**config.mk**
```make
export PLATFORM = sky130hd
export DESIGN_NAME = hazard_unit_flat
export DESIGN_NICKNAME = d
export VERILOG_FILES = /design/src/rtl/hazard_unit_pkg.sv /design/src/rtl/hazard_unit_if.sv /design/src/rtl/hz_scoreboard.sv /design/src/rtl/hazard_unit.sv /design/src/flat_wrapper.sv
export SDC_FILE = /design/constraint.sdc
export NUM_CORES = 1
export LEC_CHECK = 0
export ABC_AREA = 0
export BUFFER_PORTS_ARGS = -buffer_cell sky130_fd_sc_hd__buf_2
export CORE_MARGIN = 2
export CORE_UTILIZATION = 45
export DETAILED_ROUTE_END_ITERATION = 10
export GPL_ROUTABILITY_DRIVEN = 0
export GPL_TIMING_DRIVEN = 1
export PLACE_DENSITY = 0.74
export SLEW_MARGIN = 10
export SYNTH_ARGS = -nofsm -noshare
export SYNTH_HDL_FRONTEND = slang
export SYNTH_SLANG_ARGS = --single-unit
```
**constraint.sdc**
```tcl
create_clock -name clk -period 1.75 [get_ports clk]
set_input_delay 0.0875 -clock clk [delete_from_list [all_inputs] [get_ports clk]]
set_output_delay 0.0875 -clock clk [all_outputs]
set_load 0.01 [all_outputs]
```
**src/rtl/hazard_unit_pkg.sv**
```systemverilog
// rtl/hazard_unit_pkg.sv - shared defaults, control state encoding and select-width helper
package hazard_unit_pkg;

   localparam int DEF_IDX_W = 3;
   localparam int DEF_DEPTH = 2;

   typedef enum logic [1:0] {
      ST_RUN    = 2'd0,
      ST_DRAIN  = 2'd1,
      ST_HALTED = 2'd2
   } hz_state_e;

   // Select value 0 means register file, 1..depth name a pipeline slot.
   function automatic int sel_width(input int depth);
      return $clog2(depth + 1);
   endfunction

endpackage

```
**src/rtl/hazard_unit_if.sv**
```systemverilog
// rtl/hazard_unit_if.sv - decode-stage request and hazard response bundle
interface hazard_unit_if #(
   parameter int IDX_W = hazard_unit_pkg::DEF_IDX_W,
   parameter int DEPTH = hazard_unit_pkg::DEF_DEPTH,
   parameter int CNT_W = 16
);
   localparam int SEL_W = hazard_unit_pkg::sel_width(DEPTH);

   logic             id_valid;
   logic [IDX_W-1:0] id_op1;
   logic [IDX_W-1:0] id_op2;
   logic             id_use1;
   logic             id_use2;
   logic             id_wr;
   logic [IDX_W-1:0] id_rd;
   logic             id_load;
   logic             id_halt;
   logic             ex_redirect;

   logic             stall;
   logic             bubble;
   logic             flush;
   logic [SEL_W-1:0] fwd1_sel;
   logic [SEL_W-1:0] fwd2_sel;
   logic             halted;
   logic [CNT_W-1:0] stall_cnt;

   modport master (
      output id_valid, id_op1, id_op2, id_use1, id_use2, id_wr, id_rd, id_load, id_halt,
             ex_redirect,
      input  stall, bubble, flush, fwd1_sel, fwd2_sel, halted, stall_cnt
   );

   modport slave (
      input  id_valid, id_op1, id_op2, id_use1, id_use2, id_wr, id_rd, id_load, id_halt,
             ex_redirect,
      output stall, bubble, flush, fwd1_sel, fwd2_sel, halted, stall_cnt
   );

endinterface

```
**src/rtl/hz_scoreboard.sv**
```systemverilog
// rtl/hz_scoreboard.sv - in-flight destination slots with youngest-match lookup per source
module hz_scoreboard
   import hazard_unit_pkg::*;
#(
   parameter int IDX_W = DEF_IDX_W,
   parameter int DEPTH = DEF_DEPTH,
   parameter int SEL_W = sel_width(DEF_DEPTH)
) (
   input  logic             clk,
   input  logic             rstn,
   input  logic             issue,
   input  logic             in_wr,
   input  logic [IDX_W-1:0] in_rd,
   input  logic             in_load,
   input  logic [IDX_W-1:0] op1,
   input  logic             use1,
   input  logic [IDX_W-1:0] op2,
   input  logic             use2,
   output logic [SEL_W-1:0] sel1,
   output logic [SEL_W-1:0] sel2,
   output logic             wait1,
   output logic             wait2,
   output logic             busy
);

   logic [DEPTH:1]   slot_v;
   logic [DEPTH:1]   slot_ld;
   logic [IDX_W-1:0] slot_rd [1:DEPTH];

   always_ff @(posedge clk or negedge rstn) begin
      if (!rstn) begin
         slot_v  <= '0;
         slot_ld <= '0;
         for (int k = 1; k <= DEPTH; k++) slot_rd[k] <= '0;
      end else begin
         slot_v[1]  <= issue & in_wr;
         slot_ld[1] <= issue & in_load;
         slot_rd[1] <= in_rd;
         for (int k = 2; k <= DEPTH; k++) begin
            slot_v[k]  <= slot_v[k-1];
            slot_ld[k] <= slot_ld[k-1];
            slot_rd[k] <= slot_rd[k-1];
         end
      end
   end

   // Scan oldest to youngest so the youngest matching slot wins.
   // A load result is only usable once it reaches the last slot.
   always_comb begin
      sel1  = '0;
      sel2  = '0;
      wait1 = 1'b0;
      wait2 = 1'b0;
      for (int k = DEPTH; k >= 1; k--) begin
         if (use1 && slot_v[k] && (slot_rd[k] == op1)) begin
            sel1  = SEL_W'(k);
            wait1 = slot_ld[k] && (k < DEPTH);
         end
         if (use2 && slot_v[k] && (slot_rd[k] == op2)) begin
            sel2  = SEL_W'(k);
            wait2 = slot_ld[k] && (k < DEPTH);
         end
      end
   end

   assign busy = |slot_v;

endmodule

```
**src/rtl/hazard_unit.sv**
```systemverilog
// rtl/hazard_unit.sv - stall, bubble, flush, forwarding and halt sequencing for an in-order pipe
module hazard_unit
   import hazard_unit_pkg::*;
#(
   parameter int IDX_W = DEF_IDX_W,
   parameter int DEPTH = DEF_DEPTH,
   parameter int CNT_W = 16
) (
   input  logic        clk,
   input  logic        rstn,
   hazard_unit_if.slave hz
);

   localparam int SEL_W = sel_width(DEPTH);

   hz_state_e        state;
   hz_state_e        state_nxt;
   logic             stall_c;
   logic             bubble_c;
   logic             flush_c;
   logic             issue;
   logic             wait1;
   logic             wait2;
   logic             busy;
   logic             load_hazard;
   logic [SEL_W-1:0] sel1;
   logic [SEL_W-1:0] sel2;
   logic [CNT_W-1:0] cnt;

   hz_scoreboard #(
      .IDX_W (IDX_W),
      .DEPTH (DEPTH),
      .SEL_W (SEL_W)
   ) u_scoreboard (
      .clk     (clk),
      .rstn    (rstn),
      .issue   (issue),
      .in_wr   (hz.id_wr),
      .in_rd   (hz.id_rd),
      .in_load (hz.id_load),
      .op1     (hz.id_op1),
      .use1    (hz.id_use1),
      .op2     (hz.id_op2),
      .use2    (hz.id_use2),
      .sel1    (sel1),
      .sel2    (sel2),
      .wait1   (wait1),
      .wait2   (wait2),
      .busy    (busy)
   );

   assign load_hazard = hz.id_valid & (wait1 | wait2);

   always_ff @(posedge clk or negedge rstn) begin
      if (!rstn) state <= ST_RUN;
      else       state <= state_nxt;
   end

   // A redirect squashes whatever sits in ID, including a pending HALT.
   always_comb begin
      stall_c   = 1'b0;
      bubble_c  = 1'b0;
      flush_c   = 1'b0;
      state_nxt = state;
      case (state)
         ST_RUN: begin
            if (hz.ex_redirect) begin
               flush_c  = 1'b1;
               bubble_c = 1'b1;
            end else if (load_hazard) begin
               stall_c  = 1'b1;
               bubble_c = 1'b1;
            end
            if (hz.id_valid && hz.id_halt && !stall_c && !hz.ex_redirect)
               state_nxt = ST_DRAIN;
         end
         ST_DRAIN: begin
            stall_c  = 1'b1;
            bubble_c = 1'b1;
            if (!busy) state_nxt = ST_HALTED;
         end
         ST_HALTED: begin
            stall_c  = 1'b1;
            bubble_c = 1'b1;
         end
         default: state_nxt = ST_RUN;
      endcase
   end

   assign issue = hz.id_valid & ~stall_c & ~hz.ex_redirect & (state == ST_RUN);

   always_ff @(posedge clk or negedge rstn) begin
      if (!rstn)
         cnt <= '0;
      else if (stall_c && (state != ST_HALTED) && (cnt != {CNT_W{1'b1}}))
         cnt <= cnt + 1'b1;
   end

   assign hz.stall     = stall_c;
   assign hz.bubble    = bubble_c;
   assign hz.flush     = flush_c;
   assign hz.fwd1_sel  = sel1;
   assign hz.fwd2_sel  = sel2;
   assign hz.halted    = (state == ST_HALTED);
   assign hz.stall_cnt = cnt;

endmodule

```
**src/flat_wrapper.sv**
```systemverilog
// flat-port wrapper written by rule: the top's interface ports become plain ports
module hazard_unit_flat import hazard_unit_pkg::*;
#(
   parameter int IDX_W = DEF_IDX_W,
   parameter int DEPTH = DEF_DEPTH,
   parameter int CNT_W = 16
)
  (clk, rstn, hz_id_valid, hz_id_op1, hz_id_op2, hz_id_use1, hz_id_use2, hz_id_wr, hz_id_rd, hz_id_load, hz_id_halt, hz_ex_redirect, hz_stall, hz_bubble, hz_flush, hz_fwd1_sel, hz_fwd2_sel, hz_halted, hz_stall_cnt);
  hazard_unit_if #(.IDX_W(IDX_W), .DEPTH(DEPTH), .CNT_W(CNT_W)) hz_i ();
  input  logic clk;
  input  logic rstn;
  input wire logic [$bits(hz_i.id_valid)-1:0] hz_id_valid;
  input wire logic [$bits(hz_i.id_op1)-1:0] hz_id_op1;
  input wire logic [$bits(hz_i.id_op2)-1:0] hz_id_op2;
  input wire logic [$bits(hz_i.id_use1)-1:0] hz_id_use1;
  input wire logic [$bits(hz_i.id_use2)-1:0] hz_id_use2;
  input wire logic [$bits(hz_i.id_wr)-1:0] hz_id_wr;
  input wire logic [$bits(hz_i.id_rd)-1:0] hz_id_rd;
  input wire logic [$bits(hz_i.id_load)-1:0] hz_id_load;
  input wire logic [$bits(hz_i.id_halt)-1:0] hz_id_halt;
  input wire logic [$bits(hz_i.ex_redirect)-1:0] hz_ex_redirect;
  output wire logic [$bits(hz_i.stall)-1:0] hz_stall;
  output wire logic [$bits(hz_i.bubble)-1:0] hz_bubble;
  output wire logic [$bits(hz_i.flush)-1:0] hz_flush;
  output wire logic [$bits(hz_i.fwd1_sel)-1:0] hz_fwd1_sel;
  output wire logic [$bits(hz_i.fwd2_sel)-1:0] hz_fwd2_sel;
  output wire logic [$bits(hz_i.halted)-1:0] hz_halted;
  output wire logic [$bits(hz_i.stall_cnt)-1:0] hz_stall_cnt;
  assign hz_i.id_valid = hz_id_valid;
  assign hz_i.id_op1 = hz_id_op1;
  assign hz_i.id_op2 = hz_id_op2;
  assign hz_i.id_use1 = hz_id_use1;
  assign hz_i.id_use2 = hz_id_use2;
  assign hz_i.id_wr = hz_id_wr;
  assign hz_i.id_rd = hz_id_rd;
  assign hz_i.id_load = hz_id_load;
  assign hz_i.id_halt = hz_id_halt;
  assign hz_i.ex_redirect = hz_ex_redirect;
  assign hz_stall = hz_i.stall;
  assign hz_bubble = hz_i.bubble;
  assign hz_flush = hz_i.flush;
  assign hz_fwd1_sel = hz_i.fwd1_sel;
  assign hz_fwd2_sel = hz_i.fwd2_sel;
  assign hz_halted = hz_i.halted;
  assign hz_stall_cnt = hz_i.stall_cnt;
  hazard_unit #(.IDX_W(IDX_W), .DEPTH(DEPTH), .CNT_W(CNT_W)) u_core (.clk(clk), .rstn(rstn), .hz(hz_i));
endmodule
```
==> results summary, run 1 <==
The flow ran to the end, but the final reports show violations. The final reports fail on setup timing. The via density per instance is 5.14. Pin placement for this block handled 42 I/O pins. The worst reg-to-reg path cell count came out at 8.

In this run the static leakage power is 1.08 nW. The min-delay analysis places its worst path in the category input pin to flop. Among cell families on the critical path, the largest total delay comes from simple AND/OR/NAND/NOR gates. Yosys attributes the largest share of cell area to dfrtp_1, xor2_1, xnor2_1, ha_1, nand2_1. The number of clock buffers added by TritonCTS is 3. The met2 global-route usage is 0.410.

The top-area cell type share of the netlist area came out at 0.481. The critical path class is flop to flop. The H-tree depth came out at 1. In the synthesized netlist, the number of instances is 132.

The synthesized design spends more area on one cell type than any other, namely dfrtp_1. After synthesis the cells add up to 1410 um^2. The number of buffers and inverters on the critical path is 2. For this run, the slowest stage of the critical path takes 450 ps.

CTS placed an instance of clkbuf_4 at the clock tree root. The share of power burned in registers came out at 0.339. The startpoint kind of the worst setup timing path is a flop.

The number of search-and-repair iterations in the first detailed-routing pass came out at 4. The initial utilization of the core area, before any placement, comes to 0.468. The core region is 3000 um^2. The clock net sink count came out at 27. The post-route worst hold slack is 224 ps. The total wire length after detailed routing is 3.93 mm. The post-synthesis sequential area ratio came out at 0.481. On the critical path, the stage with the largest delay is an instance of dfrtp_1. The clock-pin transition on the worst setup and hold timing paths came out at 150 ps. In the global route stage, met1 resource usage came out at 0.256. The via total after detailed routing came out at 1305. The max-capacitance violation count came out at 0. A synthesized cell averages 10.6 um^2. The violation count after the first detailed-routing iteration is 62. The slew at the pin closest to its max-slew limit is 609 ps. Row generation in the floorplan step produced 20 rows.

The number of global-route vias before repair came out at 1347. The total overflow left after global routing is 0. The time the worst path needs with I/O delays and setup is 2100 ps. Setup repair after global routing could not meet its margin everywhere. In this run the worst path has a maximum fanout of 8. After legalization and detailed placement, the total HPWL measured 2.57 mm.

The total design power is 2.46 mW. Of the total power, the clock network draws 0.112. The largest net degree at the start of global routing came out at 28. Across the VDD grid, the largest voltage drop is 0.810 mV.

The switching part of the total power came out at 0.391. TritonCTS built the clock tree. For this run, the top clock speed supported by timing is 0.476 GHz. The part of the cycle the worst path needs came out at 1.20. The number of synthesis warnings came out at 0.

Counting along the longest clock path gives a buffer depth of 2. The cell count of the worst hold path came out at 4. The antenna diode count came out at 0. Measured against its own limit, the worst slew margin works out to 0.594. The number of antenna violations at the first check in global routing is 0. The count of nets left with antenna violations once routing finished came out at 0. The register bit count reported by yosys came out at 27. The horizontal extent of the die came out at 59.9 um. Between clock sinks in the finished design, the worst skew comes to 4.41 ps. Of the total power, combinational logic draws 0.550.

The final-report setup violation count came out at 23. The proportion of layout cells with a drive suffix above 1 is 0.525. The path length in cells of the critical path came out at 8.

The count of non-filler cells in the finished layout came out at 254. The internal portion of total power came out at 1.50 mW. The global-route wire length before repair is 5.79 mm.

The global-route usage over all layers is 0.211. The number of nets produced by synthesis is 155. The signal on the critical path passes through xor2_2 > nor4_4 > buf_4 > buf_6 > o2111ai_4 > and2_4 > nor2_4 > mux2_4.

The power density over the cells came out at 1090 nW/um^2. The layout overhead on the synthesized area is 60.9%. The commonest non-fill, non-tap cell in the layout is buf_2. The type of destination of the critical path is a flop. The final max-slew violation count came to 0. The count of buffers inserted at the top-level ports came out at 41.

The net total in the final layout came out at 245. The height of the die came out at 59.9 um. In the global route stage, met3 resource usage came out at 0.0238. The worst setup slack after layout is -350 ps. The remaining design rule violation count is 0. The final-report hold violation count is 0. STA puts the critical path data required time at 1980 ps. After detailed placement, the design holds a cell count of 233. The post-synthesis cell type count is 27. The pre-CTS worst setup slack is -286 ps.

The die covers 3590 um^2. The switching power of the nets came out at 0.961 mW. The average routed wire per standard cell is 15.5 um. The later-pin clock latency in the skew report is 320 ps. met2 is the most crowded layer. The arrival time at the worst endpoint came out at 2330 ps. In the layout the commonest cells are buf_2, buf_4, dfrtp_1.
==> worst paths after layout <==
path                                                     startpoint                             endpoint  slack (ps)
min in group asynchronous                                      rstn   u_core.hz.stall_cnt[8]$_DFFE_PN0P_         290
min reg2reg                     u_core.hz.stall_cnt[11]$_DFFE_PN0P_  u_core.hz.stall_cnt[11]$_DFFE_PN0P_         490
max reg2reg                u_core.u_scoreboard.slot_rd[4]$_DFF_PN0_  u_core.hz.stall_cnt[12]$_DFFE_PN0P_        -350
max in group asynchronous                                      rstn  u_core.hz.stall_cnt[12]$_DFFE_PN0P_        1070
max                        u_core.u_scoreboard.slot_rd[4]$_DFF_PN0_  u_core.hz.stall_cnt[12]$_DFFE_PN0P_        -350
min                                                      hz_id_halt          u_core.state[1]$_DFFE_PN0P_         220
==> layout make-up <==
type,count,area [um^2]
clock buffers,3,22.5
well taps,33,41.3
repair buffers,86,583
fillers,211,742
multi-input cells,99,912
inverters,5,18.8
flip-flops and latches,27,676
clock inverters,1,7.51
==> metal layers <==
layer	wire length, um	vias to the layer above
met1	1580	647
met4	0	0
met2	2210	33
met5	0	-
li1	-	625
met3	145	0
==> logic make-up (layout without fill, tap and decap cells) <==
group | after synthesis | in the layout | synth area share
buffers and inverters | 6 | 95 | 0.0214
XOR/XNOR | 26 | 26 | 0.162
flip-flops | 27 | 27 | 0.481
AND/OR/NAND/NOR | 55 | 55 | 0.218
AO/OA/AOI/OAI | 10 | 10 | 0.0490
multiplexers | 3 | 3 | 0.0240
adder cells (fa/ha/maj) | 5 | 5 | 0.0445
==> synthesized netlist by cell type, drive strengths merged <==
cell type  instances
mux2               3
xnor2              8
and2               5
ha                 5
buf                1
nand4              4
o21bai             1
a21oi              4
o22a               1
nand2             12
nor2              10
nor4               5
and3               4
nor3               5
inv                5
nand3              8
a311o              1
dfrtp             27
o2111ai            1
xor2              18
nand2b             1
o21ai              2
and4               1
==> registers in the layout (all words and copies together) (netlist names) <==
register and cells:
u_core.u_scoreboard.slot_v 2, u_core.state 2, u_core.u_scoreboard.slot_rd 6, u_core.u_scoreboard.slot_ld 1, u_core.hz.stall_cnt 16
==> metrics by stage <==
step	cell area (um^2)	TNS (ps)	utilization
6_report	2260	-5390	0.753
5_1_grt	2260	-7850	0.753
4_1_cts	2110	-3280	0.702
3_5_place_dp	1890	-2970	0.630
3_3_place_gp	1890	-1820	0.630
2_1_floorplan	1450	-1460	-
==> power groups by stage <==
| stage | sequential, mW | combinational [mW] | clock [mW] |
|---|---|---|---|
| after global placement | 0.822 | 1.04 | 0 |
| after detailed placement | 0.834 | 1.07 | 0 |
| after floorplan | 0.903 | 0.499 | 0 |
| after global routing | 0.843 | 1.47 | 0.301 |
| after CTS | 0.823 | 1.17 | 0.278 |
| final | 0.833 | 1.35 | 0.275 |
==> what timing repair did <==
| action | CTS | global route |
|---|---|---|
| pin swaps | 13 | 18 |
| setup endpoints to repair | 21 | 26 |
| setup buffers | 6 | 6 |
| endpoints found under the hold margin | 32 | 0 |
| hold buffers | 6 | 0 |
| resized for setup | 16 | 23 |
==> worst reg2reg max path, delay by kind of cell, from the launching register on <==
family          cells  cell delay (ps)
compound gates      1              110
xor+xnor            1              180
buf+inv             2              270
flops               1              450
mux                 1              300
simple gates        3              700
Note: power is estimated with default switching activity, not from simulation.
==> run 2, diff against run 1 <==
--- a/config.mk
+++ b/config.mk
@@ -7,12 +7,15 @@
 export LEC_CHECK = 0
 export ABC_AREA = 0
 export BUFFER_PORTS_ARGS = -buffer_cell sky130_fd_sc_hd__buf_2
+export CORE_ASPECT_RATIO = 1.25
 export CORE_MARGIN = 2
 export CORE_UTILIZATION = 45
+export CTS_CLUSTER_SIZE = 28
 export DETAILED_ROUTE_END_ITERATION = 10
 export GPL_ROUTABILITY_DRIVEN = 0
 export GPL_TIMING_DRIVEN = 1
 export PLACE_DENSITY = 0.74
+export RECOVER_POWER = 25
 export SLEW_MARGIN = 10
 export SYNTH_ARGS = -nofsm -noshare
 export SYNTH_HDL_FRONTEND = slang
==> results summary, run 2 (synthesis gave the netlist of run 1 again) <==
The area growth from synthesis to layout is 67.4%. The final-report setup violation count came to 24 (+4.3%). The slew at the pin closest to its max-slew limit came out at 607 ps (-1.27 ps).

The slowest stage of the critical path belongs to the cell dfrtp_2. The largest net degree at the start of global routing is 28 (unchanged). The net total in the final layout came to 248 (+1.2%). The worst setup slack after layout is -391 ps (-41.2 ps). The later-pin clock latency in the skew report is 330 ps (about the same). The leftover overflow at the end of global routing is 0 (unchanged). The height of the die is 66.5 um (+11%).

The number of antenna violations at the first check in global routing came to 0 (unchanged). The count of antenna-violating nets left after detailed routing came out at 0 (unchanged). The headroom to the max-slew limit came out at 0.595 (+0.000846). The average routed wire per standard cell is 15.1 um (-2.4%).

The final reports fail on setup timing. The worst setup skew after layout came out at 3.13 ps (-1.28 ps). The number of rows created at floorplan is 22 (+10%). The standard cell core area is 2970 um^2 (-1.0%). The relative contribution of combinational cells to total power is 0.582 (+0.032). The via total after detailed routing came out at 1329 (+1.8%). The part of the cycle the worst path needs came out at 1.22 (+0.0235). Clock tree synthesis selected as its root buffer the cell clkbuf_4. The run finished, with violations left.

The switching part of the total power was 0.381 (-0.00980). The number of buffers inserted during clock tree synthesis was 3 (unchanged). The number of search-and-repair iterations in the first detailed-routing pass is 4 (unchanged). The horizontal extent of the die came out at 54.0 um (-9.9%). The flip-flop count of the largest register, all copies and words added came out at 16 (unchanged). The delay of the slowest cell on the worst path came to 460 ps (about the same).

The final-report hold violation count is 0 (unchanged). The clock net sink count came to 27 (unchanged). The violation count after the first detailed-routing iteration came out at 19 (-69%).

The deepest clock path buffer count is 2 (unchanged). The leakage power figure was 1.11 nW (+3.4%). The clock-pin transition on the worst setup and hold timing paths is 140 ps (about the same). The CTS tree is done. The max-capacitance violation count came out at 0 (unchanged). The highest net fanout along the worst path is 3 (-5). The final-layout setup total negative slack came out at -4250 ps (+1150 ps).

In the layout the commonest cells are buf_2, buf_4, dfrtp_1. The power density over the cells is 1110 nW/um^2 (+2.4%). The critical path data required time came out at 1660 ps (-320 ps). The worst voltage drop across the vdd grid is 1.05 mV (+29%).

The remaining design rule violation count came to 0 (unchanged). The fmax came to 0.467 GHz (-1.9%). The power share of the clock group came out at 0.104 (-0.008). The fill cell instance count of the final layout came out at 187 (-11%).

The critical path in this run is classified as flop to primary output. The internal portion of total power is 1.62 mW (+8.2%). The internal reg-to-reg setup slack came out at -260 ps (+90 ps). The via density per instance is 5.11 (-0.51%). The time the worst path needs with I/O delays and setup is 2140 ps (+41.2 ps).

The count of buffers inserted at the top-level ports came out at 41 (unchanged). The final standard cell area without fillers came out at 2350 um^2 (+4.0%). The die area came to 3590 um^2 (about the same). The switching power of the nets came to 0.997 mW (+3.8%). The share of power burned in registers is 0.313 (-0.026). The number of global-route vias before repair is 1299 (-3.6%).

The starting density of the core is 0.473 (+0.00473). The final max-slew violation count came out at 0 (unchanged). The number of ports placed on the die boundary was 42 (unchanged).

The startpoint kind of the worst setup timing path is a flop. The half-perimeter wire length after detailed placement came out at 2.43 mm (-5.4%). The proportion of layout cells with a drive suffix above 1 came to 0.549 (+0.0242). The kind of cell adding the most delay to the critical path is flip-flops.

The antenna diode count was 0 (unchanged). The post-place instance area came out at 1920 um^2 (+1.4%). The library cell used most frequently in the layout, excluding fill and tap cells, is buf_2. The arrival time at the worst endpoint came out at 2050 ps (-280 ps). The global-route usage over all layers is 0.220 (+0.00860).

STA classifies the critical path endpoint as a primary output. The signal on the critical path passes through xor2_1 > nor4_4 > buf_4 > o21ai_4 > buf_6 > o21bai_1 > a21oi_1 > nor2_1 > buf_2. The global-route wire length before repair is 5.66 mm (-2.2%). The H-tree depth is 1 (unchanged). The total wire length after detailed routing is 3.93 mm (about the same). The number of buffers and inverters on the critical path is 3 (+1). The worst hold path belongs to the class input pin to flop. Setup repair after global routing could not meet its margin everywhere.
[run 2: cell types whose count changed in the layout (fill, tap and decap cells not counted), sizes merged]
cell,before,now
clkinvlp,1,0
clkbuf,3,4
buf,80,83
[run 2: final cells by class]
type | count | area (um^2) | share of cell area
timing repair buffer | 89 | 631 | 0.268
clock buffer | 4 | 26.3 | 0.0112
inverter | 5 | 18.8 | 0.00798
tap | 36 | 45.0 | 0.0191
sequential | 27 | 677 | 0.288
multi-input combinational | 99 | 955 | 0.406
[run 2: final timing paths]
| check | startpoint | end | cells after the start |
|---|---|---|---|
| max | u_core.u_scoreboard.slot_rd[3]$_DFF_PN0_ | hz_bubble | 9 |
| min in group asynchronous | rstn | u_core.hz.stall_cnt[11]$_DFFE_PN0P_ | 2 |
| min reg2reg | u_core.u_scoreboard.slot_rd[3]$_DFF_PN0_ | u_core.u_scoreboard.slot_rd[0]$_DFF_PN0_ | 0 |
| max in group asynchronous | rstn | u_core.u_scoreboard.slot_rd[3]$_DFF_PN0_ | 2 |
| max reg2reg | u_core.u_scoreboard.slot_rd[3]$_DFF_PN0_ | u_core.hz.stall_cnt[13]$_DFFE_PN0P_ | 8 |
| min | hz_id_halt | u_core.state[1]$_DFFE_PN0P_ | 4 |
[run 2: routing by layer]
metal  track usage  share of wire
met2         0.405           0.55
met3        0.0314          0.046
met4        0.0656         0.0092
met5             0              0
met1         0.254           0.39
[run 2: power by group through the flow]
stage,combinational (mW),sequential (mW),clock (mW)
finish,1.52,0.820,0.273
global route,1.64,0.838,0.301
CTS,1.29,0.816,0.282
detailed placement,1.08,0.827,0
global placement,1.05,0.820,0
floorplan,0.499,0.903,0
[run 2: repair_timing]
item,4_1_cts,5_1_grt
hold endpoints to repair,32,0
pin swaps,22,25
buffers inserted,7,6
hold buffers,6,0
resized for setup,23,28
setup endpoints to repair,23,25
[run 2: tightest hold or removal path: cells and delay by family]
kind	cells	cell delay, ps
mux	1	210
buf+inv	1	110
simple gates	1	80
compound gates	1	50
[run 2: metrics by stage]
step	setup slack [ps]	util	hold slack (ps)	cells	power, mW
detailed placement	-216	0.646	134	239	1.91
finish	-391	0.791	234	260	2.62
floorplan	-181	-	-208	132	1.40
CTS	-389	0.733	214	256	2.39
global placement	-173	0.646	122	239	1.87
global route	-494	0.791	230	260	2.78
==> run 3, diff against run 2 <==
--- a/config.mk
+++ b/config.mk
@@ -14,6 +14,7 @@
 export DETAILED_ROUTE_END_ITERATION = 10
 export GPL_ROUTABILITY_DRIVEN = 0
 export GPL_TIMING_DRIVEN = 1
+export MAX_ROUTING_LAYER = met4
 export PLACE_DENSITY = 0.74
 export RECOVER_POWER = 25
 export SLEW_MARGIN = 10
==> results summary, run 3 (synthesis gave the netlist of run 1 again) <==
The flow ran to the end, but the final reports show violations. The final reports fail on setup timing. The number of ports placed on the die boundary is 42 (unchanged).

The leftover overflow at the end of global routing came out at 0 (unchanged). The fmax came to 0.466 GHz (-0.13%). The count of antenna-violating nets left after detailed routing came to 0 (unchanged). The global-route usage over all layers came out at 0.225 (+0.00518).

The average routed wire per standard cell is 15.2 um (+0.51%). The tree is rooted in a clkbuf_4. The standard cell core area came out at 2970 um^2 (unchanged).

The layout overhead on the synthesized area came out at 67.4% (unchanged). The number of search-and-repair iterations in the first detailed-routing pass came out at 4 (unchanged). The highest net fanout along the worst path is 3 (unchanged). The die area is 3590 um^2 (unchanged). The total area of multi-input combinational cells came to 955 um^2 (unchanged). The number of rows created at floorplan came out at 22 (unchanged). The worst setup slack after layout was -394 ps (-2.76 ps). The clock net sink count came out at 27 (unchanged). The number of buffers inserted during clock tree synthesis came out at 3 (unchanged). The flip-flop count of the largest register, all copies and words added came out at 16 (unchanged). The final-report setup violation count is 24 (unchanged). The critical path data required time is 1660 ps (about the same).

The max-capacitance violation count came to 0 (unchanged). The via total after detailed routing was 1317 (-0.90%). The global-route wire length before repair came out at 5.65 mm (-0.23%). The total design power was 2.62 mW (-0.11%). The count of buffers inserted at the top-level ports came to 41 (unchanged).

The antenna diode count is 0 (unchanged). The number of antenna violations at the first check in global routing came out at 0 (unchanged). The largest net degree at the start of global routing is 28 (unchanged). Leaving out fill and tap cells, the most frequent cells in the layout are buf_2, buf_4, dfrtp_1. The final-report hold violation count is 0 (unchanged).

The net total in the final layout is 248 (unchanged). The number of global-route vias before repair is 1303 (+0.31%). The remaining design rule violation count is 0 (unchanged). The arrival time at the worst endpoint is 2060 ps (about the same). The half-perimeter wire length after detailed placement is 2.43 mm (unchanged).

The starting density of the core is 0.473 (unchanged). The via density per instance came out at 5.07 (-0.90%). STA classifies the critical path startpoint as a flop. The part of the cycle the worst path needs is 1.22 (+0.00158).

The horizontal extent of the die is 54.0 um (unchanged). The H-tree depth is 1 (unchanged). The proportion of layout cells with a drive suffix above 1 is 0.549 (unchanged). The fill cell instance count of the final layout came to 187 (unchanged). The violation count after the first detailed-routing iteration came out at 40 (+21).

The deepest clock path buffer count is 2 (unchanged). The critical path class is flop to primary output. The clock-pin transition on the worst setup and hold timing paths is 140 ps (about the same).

The headroom to the max-slew limit is 0.595 (-0.000607). The final max-slew violation count was 0 (unchanged). The total wire length after detailed routing is 3.95 mm (+0.51%).

The type of destination of the critical path is a primary output. The share of the core filled with cells is 0.791 (unchanged). The worst voltage drop across the vdd grid came out at 1.05 mV (about the same).

The worst hold path belongs to the class input pin to flop. The later-pin clock latency in the skew report came out at 320 ps (about the same). The CTS tree is done.

The sequential cell area is 677 um^2 (unchanged). The slew at the pin closest to its max-slew limit is 608 ps (+0.911 ps). Leaving out fill and tap cells, the most frequent cell in the layout is buf_2. The worst setup skew after layout came out at 1.50 ps (-1.63 ps).

The leakage power figure is 1.11 nW (unchanged). Setup repair after global routing could not meet its margin everywhere. The height of the die came out at 66.5 um (unchanged). The power density over the cells was 1110 nW/um^2 (-0.11%). The time the worst path needs with I/O delays and setup is 2140 ps (+2.76 ps).
[run 3: worst max-delay path, stage by stage, from the launching register on]
cell and delay, ps:
dfrtp_2 460, xor2_1 170, nor4_4 270, buf_4 180
o21ai_4 70, buf_6 120, o21bai_1 140, a21oi_1 90
nor2_1 90, buf_2 130
[run 3: per-stage QoR]
stage / TNS (ps) / instances / hold slack (ps) / area (um^2) / setup WS [ps]
2_1_floorplan: -1460 / 132 / -208 / 1450 / -181
4_1_cts: -3230 / 256 / 214 / 2180 / -389
3_5_place_dp: -1830 / 239 / 134 / 1920 / -216
6_report: -4340 / 260 / 237 / 2350 / -394
5_1_grt: -6810 / 260 / 230 / 2350 / -494
3_3_place_gp: -1240 / 239 / 122 / 1920 / -173
[run 3: what timing repair did]
action                     4_1_cts  5_1_grt
setup endpoints to repair       23       25
hold endpoints to repair        32        0
pin swaps                       22       25
resized for setup               23       28
setup buffers                    7        6
hold buffers                     6        0
cloned                           0        0
[run 3: cell type report]
cell class                      count  share of cell area
Tap cell                           36              0.0191
Clock buffer                        4              0.0112
Sequential cell                    27               0.288
Multi-Input combinational cell     99               0.406
Timing Repair Buffer               89               0.268
Inverter                            5             0.00798
[run 3: worst paths after layout]
kind                                                     startpoint                                        to  slack (ps)  depth (start not counted)
setup / recovery           u_core.u_scoreboard.slot_rd[3]$_DFF_PN0_                                 hz_bubble        -390                          9
hold / removal                                           hz_id_halt               u_core.state[1]$_DFFE_PN0P_         240                          4
setup reg to reg           u_core.u_scoreboard.slot_rd[3]$_DFF_PN0_       u_core.hz.stall_cnt[13]$_DFFE_PN0P_        -270                          8
hold reg to reg            u_core.u_scoreboard.slot_rd[3]$_DFF_PN0_  u_core.u_scoreboard.slot_rd[0]$_DFF_PN0_         460                          0
max in group asynchronous                                      rstn  u_core.u_scoreboard.slot_rd[3]$_DFF_PN0_        1030                          2
min in group asynchronous                                      rstn       u_core.hz.stall_cnt[11]$_DFFE_PN0P_         290                          2
[run 3: power breakdown]
part           switching (mW)  total (mW)  internal (mW)  leakage (nW)
clock                   0.181       0.270         0.0894        0.0150
combinational           0.732        1.52          0.792         0.784
sequential             0.0812       0.821          0.740         0.314
[run 3: layer usage]
metal	GRT usage	routed length (um)
met5	-	0
met4	0.0656	45
met3	0.0269	151
met2	0.407	2180
met1	0.254	1580
